File: src/rtl/flip_flop_counter_4b_top_pkg.sv
// Shared constants for the free-running counter and its flop primitive.
package flip_flop_counter_4b_top_pkg;

    localparam int   CNT_WIDTH_DEFAULT = 4;
    localparam int   CNT_WIDTH_MIN     = 1;
    localparam int   CNT_WIDTH_MAX     = 16;
    localparam logic RESET_VAL         = 1'b0;

endpackage : flip_flop_counter_4b_top_pkg

File: src/rtl/flip_flop_counter_4b_top_chk.sv
// Property checker for the counter: divider tracks count LSB, count steps by one.
module flip_flop_counter_4b_top_chk
    import flip_flop_counter_4b_top_pkg::*;
#(
    parameter int WIDTH = CNT_WIDTH_DEFAULT
) (
    input logic             clk,
    input logic             rst_n,
    input logic [WIDTH-1:0] bye,
    input logic             out_d
);

    if ((WIDTH < CNT_WIDTH_MIN) || (WIDTH > CNT_WIDTH_MAX)) begin : g_bad_width
        $error("flip_flop_counter_4b_top: WIDTH out of range");
    end

    a_div_tracks_lsb: assert property (@(posedge clk) disable iff (!rst_n)
        out_d == bye[0]);

    a_count_step: assert property (@(posedge clk) disable iff (!rst_n)
        rst_n |=> (bye == WIDTH'($past(bye) + 1'b1)));

endmodule : flip_flop_counter_4b_top_chk

File: src/rtl/flip_flop_counter_4b_top_dff.sv
// Single-bit rising-edge D flop with asynchronous active-low clear.
module flip_flop_d_rise
    import flip_flop_counter_4b_top_pkg::*;
(
    input  logic clk,
    input  logic rst_n,
    input  logic d,
    output logic q
);

    // Storage bit: clears immediately on rst_n low, captures d on rising clk
    always_ff @(posedge clk or negedge rst_n) begin
        if (!rst_n) begin
            q <= RESET_VAL;
        end else begin
            q <= d;
        end
    end

endmodule : flip_flop_d_rise

File: src/rtl/flip_flop_counter_4b_top.sv
// WIDTH-bit free-running up-counter with a separate divide-by-2 flop.
module flip_flop_counter_4b_top
    import flip_flop_counter_4b_top_pkg::*;
#(
    parameter int WIDTH = CNT_WIDTH_DEFAULT
) (
    input  logic             clk,
    input  logic             rst_n,
    output logic [WIDTH-1:0] bye,
    output logic             out_d
);

    logic [WIDTH-1:0] cnt_q;
    logic [WIDTH-1:0] cnt_d;
    logic [WIDTH-1:0] toggle_s;
    logic             div_q;
    logic             div_d;

    // Bit i toggles when every lower bit is one; computed per bit to avoid a carry loop
    for (genvar i = 0; i < WIDTH; i++) begin : g_inc
        if (i == 0) begin : g_lsb
            assign toggle_s[i] = 1'b1;
        end else begin : g_upper
            assign toggle_s[i] = &cnt_q[i-1:0];
        end
        assign cnt_d[i] = cnt_q[i] ^ toggle_s[i];

        flip_flop_d_rise u_cnt_bit (
            .clk   (clk),
            .rst_n (rst_n),
            .d     (cnt_d[i]),
            .q     (cnt_q[i])
        );
    end

    assign div_d = ~div_q;

    flip_flop_d_rise u_div (
        .clk   (clk),
        .rst_n (rst_n),
        .d     (div_d),
        .q     (div_q)
    );

    assign bye   = cnt_q;
    assign out_d = div_q;

    flip_flop_counter_4b_top_chk #(
        .WIDTH (WIDTH)
    ) u_chk (
        .clk   (clk),
        .rst_n (rst_n),
        .bye   (bye),
        .out_d (out_d)
    );

endmodule : flip_flop_counter_4b_top

File: config.mk
export PLATFORM = sky130hd
export DESIGN_NAME = flip_flop_counter_4b_top
export DESIGN_NICKNAME = d
export VERILOG_FILES = /design/src/rtl/flip_flop_counter_4b_top_pkg.sv /design/src/rtl/flip_flop_counter_4b_top_chk.sv /design/src/rtl/flip_flop_counter_4b_top_dff.sv /design/src/rtl/flip_flop_counter_4b_top.sv
export SDC_FILE = /design/constraint.sdc
export NUM_CORES = 1
export LEC_CHECK = 0
export BUFFER_PORTS_ARGS = -buffer_cell sky130_fd_sc_hd__buf_2
export CAP_MARGIN = 25
export CORE_AREA = 2 2 39 41
export DETAILED_ROUTE_END_ITERATION = 8
export DIE_AREA = 0 0 41 43
export SETUP_SLACK_MARGIN = 0.3
export SLEW_MARGIN = 20
export SYNTH_ARGS = -nofsm -noshare
export SYNTH_HDL_FRONTEND = slang
export SYNTH_SLANG_ARGS = --single-unit
File: constraint.sdc
create_clock -name clk -period 1.25 [get_ports clk]
set_input_delay 0.25 -clock clk [delete_from_list [all_inputs] [get_ports clk]]
set_output_delay 0.25 -clock clk [all_outputs]
set_load 0.01 [all_outputs]
==> results.sh <==
export IMPL_p_total_uw=348
export IMPL_tns_ns=0
export IMPL_cp_end_kind="output pin"
export IMPL_place_ws_ns=0.265
export IMPL_setup_ws_ns=0.242
export IMPL_synth_cell_area_sq_um=196
export IMPL_drt_iter0_markers=0
export IMPL_synth_top_cell_area_share_pct=63.7
export IMPL_relSlewSlack_pct=91.9
export IMPL_post_route_min_period_ns=1.01
export IMPL_viasPerCell=2.79
export IMPL_worstPathArrival_ns=0.76
export IMPL_path_delay_family="flip-flops"
export IMPL_ys_top_cells_by_count="dfrtp_1, buf_4, ha_1, inv_1, xor2_1"
export IMPL_worstPathRequired_ns=1.00
export IMPL_worst_pin_slew_ns=0.121
export IMPL_syn_inst=14
export IMPL_drc_errors=0
export IMPL_grt_max_degree=6
export IMPL_worstSkewPairLatency_ns=0.24
export IMPL_rsz0062_at_grt="true"
export IMPL_fin_crit_sh_pct=80.7
export IMPL_clock_root_buffer="clkbuf_4"
export IMPL_crit_slowest_cell="dfrtp_1"
export IMPL_die_x_um=41
export IMPL_worstPathBufferInverterCount=1
export IMPL_slew_violations=0
export IMPL_die_height_um=43
export IMPL_cp_max_fo=3
export IMPL_initial_core_util_pct=14.2
export IMPL_num_rows=14
export IMPL_drive_above_1_share_pct=54.5
export IMPL_hp_class="in2async"
export IMPL_synth_seq_area_share_pct=63.7
export IMPL_post_synth_top_area_cell="dfrtp_1"
export IMPL_finClkSkew_ns=0.00290
export IMPL_cpPeakStageDelay_ns=0.38
export IMPL_clock_sinks=5
export IMPL_syn_nets=18
export IMPL_ant_nets=0
export IMPL_path_cells="buf_2"
export IMPL_synth_edff_count=0
export IMPL_n_antenna_cell=0
export IMPL_synthFlopType="dfrtp_1"
export IMPL_io_pins=7
export IMPL_ys_warn_count=0
export IMPL_die_area_sq_mm=0.00176
export IMPL_synthArstFlopShare_pct=100
export IMPL_routedWlPerCell_um=7.55
export IMPL_num_vias=106
export IMPL_fillerInstances=146
export IMPL_cts_htree_levels=1
export IMPL_synth_area_leaders="dfrtp_1, buf_4, ha_1"
export IMPL_cap_violations=0
export IMPL_io_buffers=6
export IMPL_grt_usage_pct=4.93
export IMPL_layout_nets=27
export IMPL_gp_congestion=0.463
export IMPL_cts_tree="yes"
export IMPL_ys_seq_elements=5
export IMPL_first_pass_iters=1
export IMPL_routed_wl_um=287
export IMPL_start_kind="flop"
export IMPL_syn2layout_area_growth_pct=46.5
export IMPL_coreArea_sq_mm=0.00138
export IMPL_status="finished, final reports clean"
export IMPL_grt_overflow_total=0
export IMPL_path_clk_slew_ns=0.04
export IMPL_grt_pass1_vias=117
export IMPL_p_per_area_mw_per_mm2=1210
export IMPL_cts_buffers=3
export IMPL_grt_pass1_wl_um=448
export IMPL_cellLeakagePower_uw=0.000156
export IMPL_antenna_found_initial=0
export IMPL_timing_worst_setup_path_type="reg2out"
export IMPL_clockBufferDepth=2
export IMPL_hold_violations=0
export IMPL_ir_drop_mv=0.191
export IMPL_synth_most_common_cell="dfrtp_1"
export IMPL_synth_cell_types=5
export IMPL_setup_violations=0
export IMPL_max_freq_mhz=992
export IMPL_avgSynthCellArea_sq_um=14.0
## sequential cells by signal, summed over array words and instances, names as in the netlist
name,flops
u_div.q,1
g_inc.u_cnt_bit.q,4
## path summary, 6_finish.rpt
| check | slack (ns) | end | cells after the start | from |
|---|---|---|---|---|
| worst max register to register | 0.26 | g_inc[3].u_cnt_bit.q | 3 | g_inc[0].u_cnt_bit.q |
| worst max-delay path | 0.24 | bye[0] | 1 | g_inc[0].u_cnt_bit.q |
| min in group clk | 0.41 | u_div.q | 1 | u_div.q |
| max in group asynchronous | 0.77 | g_inc[1].u_cnt_bit.q | 2 | rst_n |
| worst min-delay path | 0.35 | u_div.q | 2 | rst_n |
| worst min register to register | 0.41 | u_div.q | 1 | u_div.q |
## cell families (layout without fill, tap and decap cells)
logic type / count (synthesis) / after routing / synth area share, %
buffers and inverters: 6 / 14 / 19.1
DFF: 5 / 5 / 63.7
adders and majority gates: 2 / 2 / 12.7
xor gates and xnor gates: 1 / 1 / 4.46
## cell type report
cell class	instances	area (sq um)	share of cell area, %
clock buffers	4	26.3	9.13
inverters	2	7.51	2.61
multi-input cells	3	48.8	17.0
flip-flops and latches	5	125	43.5
well taps	16	20.0	6.96
repair buffers	8	60.1	20.9
## report_power, final
| group | switching, uW | leakage, uW | total, uW | internal [uW] |
|---|---|---|---|---|
| registers | 0 | 0.0000611 | 163 | 163 |
| logic | 3.14 | 0.0000803 | 6.31 | 3.17 |
| clock network | 59.3 | 0.0000150 | 180 | 120 |
## metal layers
layer  GRT usage (%)  vias up  part of all wire, %
li1                -       54                    -
met1            2.59       45                   30
met2            7.19        7                   52
met3            4.71        0                   18
met4            6.00        0                    0
met5               0        -                    0
## per-stage QoR
step                hold slack (ns)  util, %  cells  instance area (sq um)
floorplan                   -0.0456        -     14                    211
finish                        0.350     20.8     38                    288
CTS                           0.343     19.9     38                    275
global route                  0.388     20.8     38                    288
detailed placement           0.0688     16.7     32                    231
global placement             0.0673     16.7     32                    231
## what timing repair did
action                     4_1_cts  5_1_grt
hold buffers                     1        0
pin swaps                        0        2
buffers inserted                 1        0
gates resized for setup          0        2
hold endpoints to repair         5        0
setup endpoints to repair        6        7
## placed cells by master, fill, tap and decap left out
master / instances
xor2_1: 1
dfrtp_1: 5
clkbuf_1: 1
buf_4: 1
dlygate4sd3_1: 1
inv_1: 2
buf_6: 2
ha_4: 1
clkbuf_4: 3
buf_2: 4
ha_2: 1
No activity file was read; power rests on OpenSTA's default activity.
